--- config.mk ---
export PLATFORM = sky130hd
export DESIGN_NAME = imm_pack
export DESIGN_NICKNAME = d
export VERILOG_FILES = /design/src/rtl/imm_pack.sv
export SDC_FILE = /design/constraint.sdc
export NUM_CORES = 1
export LEC_CHECK = 0
export CORE_MARGIN = 1.5
export CORE_UTILIZATION = 29
export DETAILED_ROUTE_END_ITERATION = 10
export GPL_TIMING_DRIVEN = 0
export PLACE_DENSITY = 0.59
export SLEW_MARGIN = 20
export SYNTH_ARGS = -nofsm -noshare
export SYNTH_HDL_FRONTEND = slang
export SYNTH_SLANG_ARGS = --single-unit
--- constraint.sdc ---
create_clock -name clk -period 2.05 [get_ports clk]
set_input_delay 0.5125 -clock clk [delete_from_list [all_inputs] [get_ports clk]]
set_output_delay 0.5125 -clock clk [all_outputs]
set_load 0.05 [all_outputs]
--- src/rtl/imm_pack.sv ---
// rtl/imm_pack.sv - splits a 32-bit constant into (imm, EOp) beats for the immediate extender
// Optional word-offset encoding (EOp 11) enabled by defining IMM_PACK_WORD_EN.
module imm_pack (
  input  logic        clk,
  input  logic        rst_n,
  input  logic        in_valid,
  output logic        in_ready,
  input  logic [31:0] value,
  output logic        out_valid,
  input  logic        out_ready,
  output logic [15:0] out_imm,
  output logic [1:0]  out_eop,
  output logic        out_last
);

  typedef enum logic [1:0] {IDLE, BEAT1, BEAT2} state_e;

  state_e      state_q;
  logic        in_ready_q;
  logic        out_valid_q;
  logic        out_last_q;
  logic [1:0]  out_eop_q;
  logic [15:0] out_imm_q;
  logic [15:0] lo_q;

  logic [15:0] imm_d;
  logic [1:0]  eop_d;
  logic        last_d;

  // First-beat encoding; the fall-through default is the lui half of lui/ori.
  always_comb begin
    imm_d  = value[31:16];
    eop_d  = 2'b10;
    last_d = 1'b0;
    if (value[31:15] == {17{value[15]}}) begin
      imm_d  = value[15:0];
      eop_d  = 2'b00;
      last_d = 1'b1;
    end else if (value[31:16] == 16'h0000) begin
      imm_d  = value[15:0];
      eop_d  = 2'b01;
      last_d = 1'b1;
    end else if (value[15:0] == 16'h0000) begin
      imm_d  = value[31:16];
      eop_d  = 2'b10;
      last_d = 1'b1;
    end
`ifdef IMM_PACK_WORD_EN
    else if (value[1:0] == 2'b00 && value[31:17] == {15{value[17]}}) begin
      imm_d  = value[17:2];
      eop_d  = 2'b11;
      last_d = 1'b1;
    end
`endif
  end

  always_ff @(posedge clk) begin
    if (!rst_n) begin
      state_q     <= IDLE;
      in_ready_q  <= 1'b1;
      out_valid_q <= 1'b0;
      out_imm_q   <= 16'h0000;
      out_eop_q   <= 2'b00;
      out_last_q  <= 1'b0;
      lo_q        <= 16'h0000;
    end else begin
      case (state_q)
        IDLE: begin
          if (in_valid) begin
            state_q     <= BEAT1;
            in_ready_q  <= 1'b0;
            out_valid_q <= 1'b1;
            out_imm_q   <= imm_d;
            out_eop_q   <= eop_d;
            out_last_q  <= last_d;
            lo_q        <= value[15:0];
          end
        end
        BEAT1: begin
          if (out_ready) begin
            if (out_last_q) begin
              state_q     <= IDLE;
              in_ready_q  <= 1'b1;
              out_valid_q <= 1'b0;
            end else begin
              state_q    <= BEAT2;
              out_imm_q  <= lo_q;
              out_eop_q  <= 2'b01;
              out_last_q <= 1'b1;
            end
          end
        end
        BEAT2: begin
          if (out_ready) begin
            state_q     <= IDLE;
            in_ready_q  <= 1'b1;
            out_valid_q <= 1'b0;
          end
        end
        default: begin
          state_q     <= IDLE;
          in_ready_q  <= 1'b1;
          out_valid_q <= 1'b0;
        end
      endcase
    end
  end

  assign in_ready  = in_ready_q;
  assign out_valid = out_valid_q;
  assign out_imm   = out_imm_q;
  assign out_eop   = out_eop_q;
  assign out_last  = out_last_q;

endmodule

[Word-level counts from Yosys, hierarchy flattened]
Index checks and enable logic that the tools add are counted.
W data, S select, Z words.
Word-level totals
  register bits: 39
  input port bits: 36
  output and inout port bits: 21
  logic and storage cells: 56
Operators by class
  eq/ne operators: 8
  multiplexer cells: 32
  reduce and logical (&&, ||, !) cells: 9
Operators by type and width (count)
  $mux W16: 5
  $logic_not A16 Y1: 2
  $pmux W16 S2: 1
  $mux W2: 9
  $eq A16 B16 Y1: 1
  $mux W1: 12
  $ne A2 B2 Y1 const B: 5
  $reduce_and A4 Y1: 2
  $pmux W1 S3: 2
  $pmux W2 S3: 1
  $reduce_and A3 Y1: 2
  $pmux W2 S2: 1
  $eq A2 B1 Y1 const B: 1
  $eq A2 B2 Y1 const B: 1
  $logic_not A2 Y1: 1
  $pmux W1 S2: 1
  $reduce_and A2 Y1: 1
  $reduce_bool A2 Y1: 1

[Depth between registers and ports, before layout]
  depth in word-level cells: 6
  gate-level depth with buffers: 8
  mapped depth without buffers: 4

[Worst setup path before layout]
OpenSTA, ideal clock, no wires.
  path type: input-to-reg
  start: input port value[21]
  end: register out_imm_q[10], in the netlist out_imm[10]
  setup time: 0.081 ns
  data arrival time: 1.823 ns
  data required time: 1.969 ns
  slack: 0.146 ns
  stages on the path: 7
  buffers on the path: 3
  cell sequence: nand4_1 or4_4 buf_6 o21a_1 buf_6 buf_12 o221ai_2
Between the ends
  cells in the longest elaborated chain, start to end: 5
  elaborated cells on any way between the ends: 6
  classes of those cells: 1 x eq/ne; 4 x mux; 1 x reduce/logical
Ends and longest elaborated chain
  start: declaration: line 8  | input logic [31:0] value,
  $logic_not A16 Y1: line 39  | end else if (value[31:16] == 16'h0000) begin
  $mux W16: line 39
  $mux W16 (*): line 35  | if (value[31:15] == {17{value[15]}}) begin
  $mux W16 (*): line 69  | if (in_valid) begin
  $pmux W16 S2 (*): line 67  | case (state_q)
  end signal: assignment: line 73  | out_imm_q <= imm_d;
  end signal: assignment: line 87  | out_imm_q <= lo_q;
  end: declaration: line 23  | logic [15:0] out_imm_q;
Every way passes the cells marked *; elsewhere a longest branch is shown, timed or not. The select of a mux whose other input is x is not followed.
A chain may end at the register's enable or synchronous reset.

[Worst setup path after layout]
  start: register out_imm_q[1], in the netlist out_imm[1]
  end: output port out_imm[1]
RTL lines
  end: declaration: line 11  | output logic [15:0] out_imm,
No word-level cell between the ends.

==> results.sh <==
export IMPL_status="finished, final reports clean"
export IMPL_grt_usage=0.1919
export IMPL_worstPathMaxFanout=4
export IMPL_grt_max_degree=14
export IMPL_antenna_found_initial=0
export IMPL_start_util=0.2987
export IMPL_drt_iter0_markers=159
export IMPL_dieWidth_um=91.98
export IMPL_cts_path_max_buffers=2
export IMPL_p_switching_w=0.0007590
export IMPL_max_freq_mhz=497.1
export IMPL_slew_limit_headroom=0.5205
export IMPL_avgRoutedWirePerCell_um=18.17
export IMPL_worst_slack_ns=0.03819
export IMPL_max_cap_violations=0
export IMPL_yosysTopAreaCell="dfxtp_1"
export IMPL_root_buffer="clkbuf_8"
export IMPL_vias_per_cell=5.371
export IMPL_p_leak_nw=1.357
export IMPL_ys_ff_latch=39
export IMPL_ys_top_cells_by_area="dfxtp_1, o211ai_1, o2111a_1"
export IMPL_crit_chain="clkdlybuf4s50_1"
export IMPL_synth_seq_area_share=0.3401
export IMPL_fin_crit_ns=2.012
export IMPL_grt_overflow=0
export IMPL_synth_fp_nets=295
export IMPL_cp_end_kind="primary output"
export IMPL_layout_commonest_cell="dfxtp_1"
export IMPL_place_gp_congestion=0.8744
export IMPL_multi_input_area_sq_um=1385
export IMPL_drt_antenna_violating_nets=0
export IMPL_dp_slack_ns=-0.6359
export IMPL_seqCellArea_sq_um=780.7
export IMPL_drc=0
export IMPL_cts_buffers=5
export IMPL_synth_cell_types=32
export IMPL_ys_warn_count=0
export IMPL_hold_buffers=0
export IMPL_p_comb_frac=0.302
export IMPL_drive_above_1_share=0.1459
export IMPL_cts_tree="done"
export IMPL_total_power_w=0.002211
export IMPL_fillers=813
export IMPL_pwr_share_seq=0.397
export IMPL_dp_hpwl_mm=5.666
export IMPL_grt_pass1_wl_mm=12.61
export IMPL_slowest_delay_ns=0.82
export IMPL_synthCells=259
export IMPL_mostFrequentLayoutCells="dfxtp_1, nand2_1, o211ai_1, clkdlybuf4s50_1, a21oi_1"
export IMPL_synth_top_cell_area_share=0.3401
export IMPL_port_buffers=56
export IMPL_cp_data_required_time_ns=1.54
export IMPL_placedCellCount=417
export IMPL_hold_path_class="register to register"
export IMPL_p_sw_frac=0.3433
export IMPL_core_sq_um=7687
export IMPL_num_vias=2315
export IMPL_min_period_over_period=0.9814
export IMPL_clkPwrFrac=0.302
export IMPL_io_pins=57
export IMPL_nets=364
export IMPL_path_class="register to primary output"
export IMPL_htreeDepth=2
export IMPL_start_kind="register"
export IMPL_setup_tns_ns=0
export IMPL_power_density_nw_per_um2=689.1
export IMPL_crit_slowest_cell="clkdlybuf4s50_1"
export IMPL_critPathBufInv=1
export IMPL_intPower_w=0.001452
export IMPL_clk_pin_slew_ns=0.09
export IMPL_ir_drop_mv=0.3910
export IMPL_skew_ns=0.01290
export IMPL_syn_avg_cell_area_sq_um=8.865
export IMPL_dr_pass1_iters=4
export IMPL_grt_pass1_vias=2309
export IMPL_insertion_delay_ns=0.30
export IMPL_area_growth_pct=39.73
export IMPL_wl_mm=7.830
export IMPL_postLayoutCoreUtil=0.4173
export IMPL_layoutNonFillerInstCount=431
export IMPL_hold_viol=0
export IMPL_synth_area_sq_um=2296
export IMPL_clock_sinks=39
export IMPL_setup_viol=0
export IMPL_antennaDiodeCount=0
export IMPL_path_delay_family="buffers and inverters"
export IMPL_final_max_slew_viol_count=0
export IMPL_worst_slew_pin_slew_ns=0.7192
export IMPL_dieArea_sq_um=8459
export IMPL_cp_arrival_ns=1.50
export IMPL_num_rows=32
export IMPL_fp_dieH_um=91.98
stage by stage:
step / hold WS, ns / instance area [sq um]
finish: 0.4516 / 3208
global route: 0.4720 / 3208
CTS: 0.4532 / 3128
detailed placement: 0.4420 / 2984
global placement: 0.4373 / 2984
floorplan: 0.4317 / 2296
tightest hold or removal path, stage by stage (launching register included):
cell     delay [ns]
dfxtp_1        0.31
nand2_1        0.05
a21oi_1        0.05
metal layers:
layer	share of wire	vias up	global-route usage
met5	0	-	0
met4	0.012	0	0.05641
met3	0.052	7	0.03566
met2	0.47	65	0.3154
met1	0.47	1105	0.2548
li1	-	1138	-
cell type report:
type	count	share of cell area
Clock inverter	3	0.01365
Inverter	3	0.003510
Timing Repair Buffer	65	0.2009
Tap cell	102	0.03978
Clock buffer	5	0.02145
Sequential cell	39	0.2434
Multi-Input combinational cell	190	0.4317
Buffer	24	0.04563
power by group through the flow:
stage	Combinational (W)	Sequential (W)	Clock (W)
floorplan	0.000252	0.00102	0
global placement	0.000642	0.000893	0
detailed placement	0.000645	0.000894	0
CTS	0.000648	0.000877	0.000671
global route	0.000713	0.000887	0.000711
finish	0.000667	0.000877	0.000667
flip-flops by register name, indices dropped and copies added, names as in the netlist:
| register | cells |
|---|---|
| in_ready | 1 |
| lo_q | 16 |
| out_eop | 2 |
| out_imm | 16 |
| out_last | 1 |
| out_valid | 1 |
| state_q | 2 |
kinds of logic (layout without fill, tap and decap cells):
logic type	Yosys count	in the layout	synth area share
AO/OA/AOI/OAI	93	93	0.3444
buffers and inverters	30	100	0.06485
flip-flops	39	39	0.3401
multiplexers	16	16	0.06975
AND/OR/NAND/NOR	81	81	0.1809
final timing paths:
path	start	to	slack, ns	cells after the start
max reg2reg	state_q[1]$_SDFFE_PN0P_	out_imm[7]$_SDFFE_PN0P_	0.19	7
min	lo_q[7]$_SDFFE_PN0P_	lo_q[7]$_SDFFE_PN0P_	0.45	2
min reg2reg	lo_q[7]$_SDFFE_PN0P_	lo_q[7]$_SDFFE_PN0P_	0.45	2
max	out_imm[1]$_SDFFE_PN0P_	out_imm[1]	0.04	1
cell usage after synthesis:
library cell / instances
dfxtp_1: 39
nand2_1: 36
o211ai_1: 32
clkbuf_1: 20
a21oi_1: 19
and2_1: 17
mux2i_1: 16
o2111a_1: 16
o221ai_2: 9
nor4_1: 8
o221ai_1: 7
nor2_1: 6
nand4_1: 5
buf_2: 4
nand2b_1: 3
o21ai_0: 3
buf_6: 2
inv_1: 2
o21a_1: 2
a21o_1: 1
a221o_1: 1
a31o_2: 1
a31oi_2: 1
buf_12: 1
clkinv_1: 1
nand3_1: 1
nand3b_1: 1
nor2b_1: 1
nor3b_2: 1
nor4b_1: 1
o211a_1: 1
or4_4: 1
timing repair:
action	4_1_cts	5_1_grt
endpoints found under the hold margin	0	0
setup buffers	4	5
setup endpoints to repair	33	35
pin swaps	2	0
gates resized for setup	29	23
(Power assumes the default switching activity.)
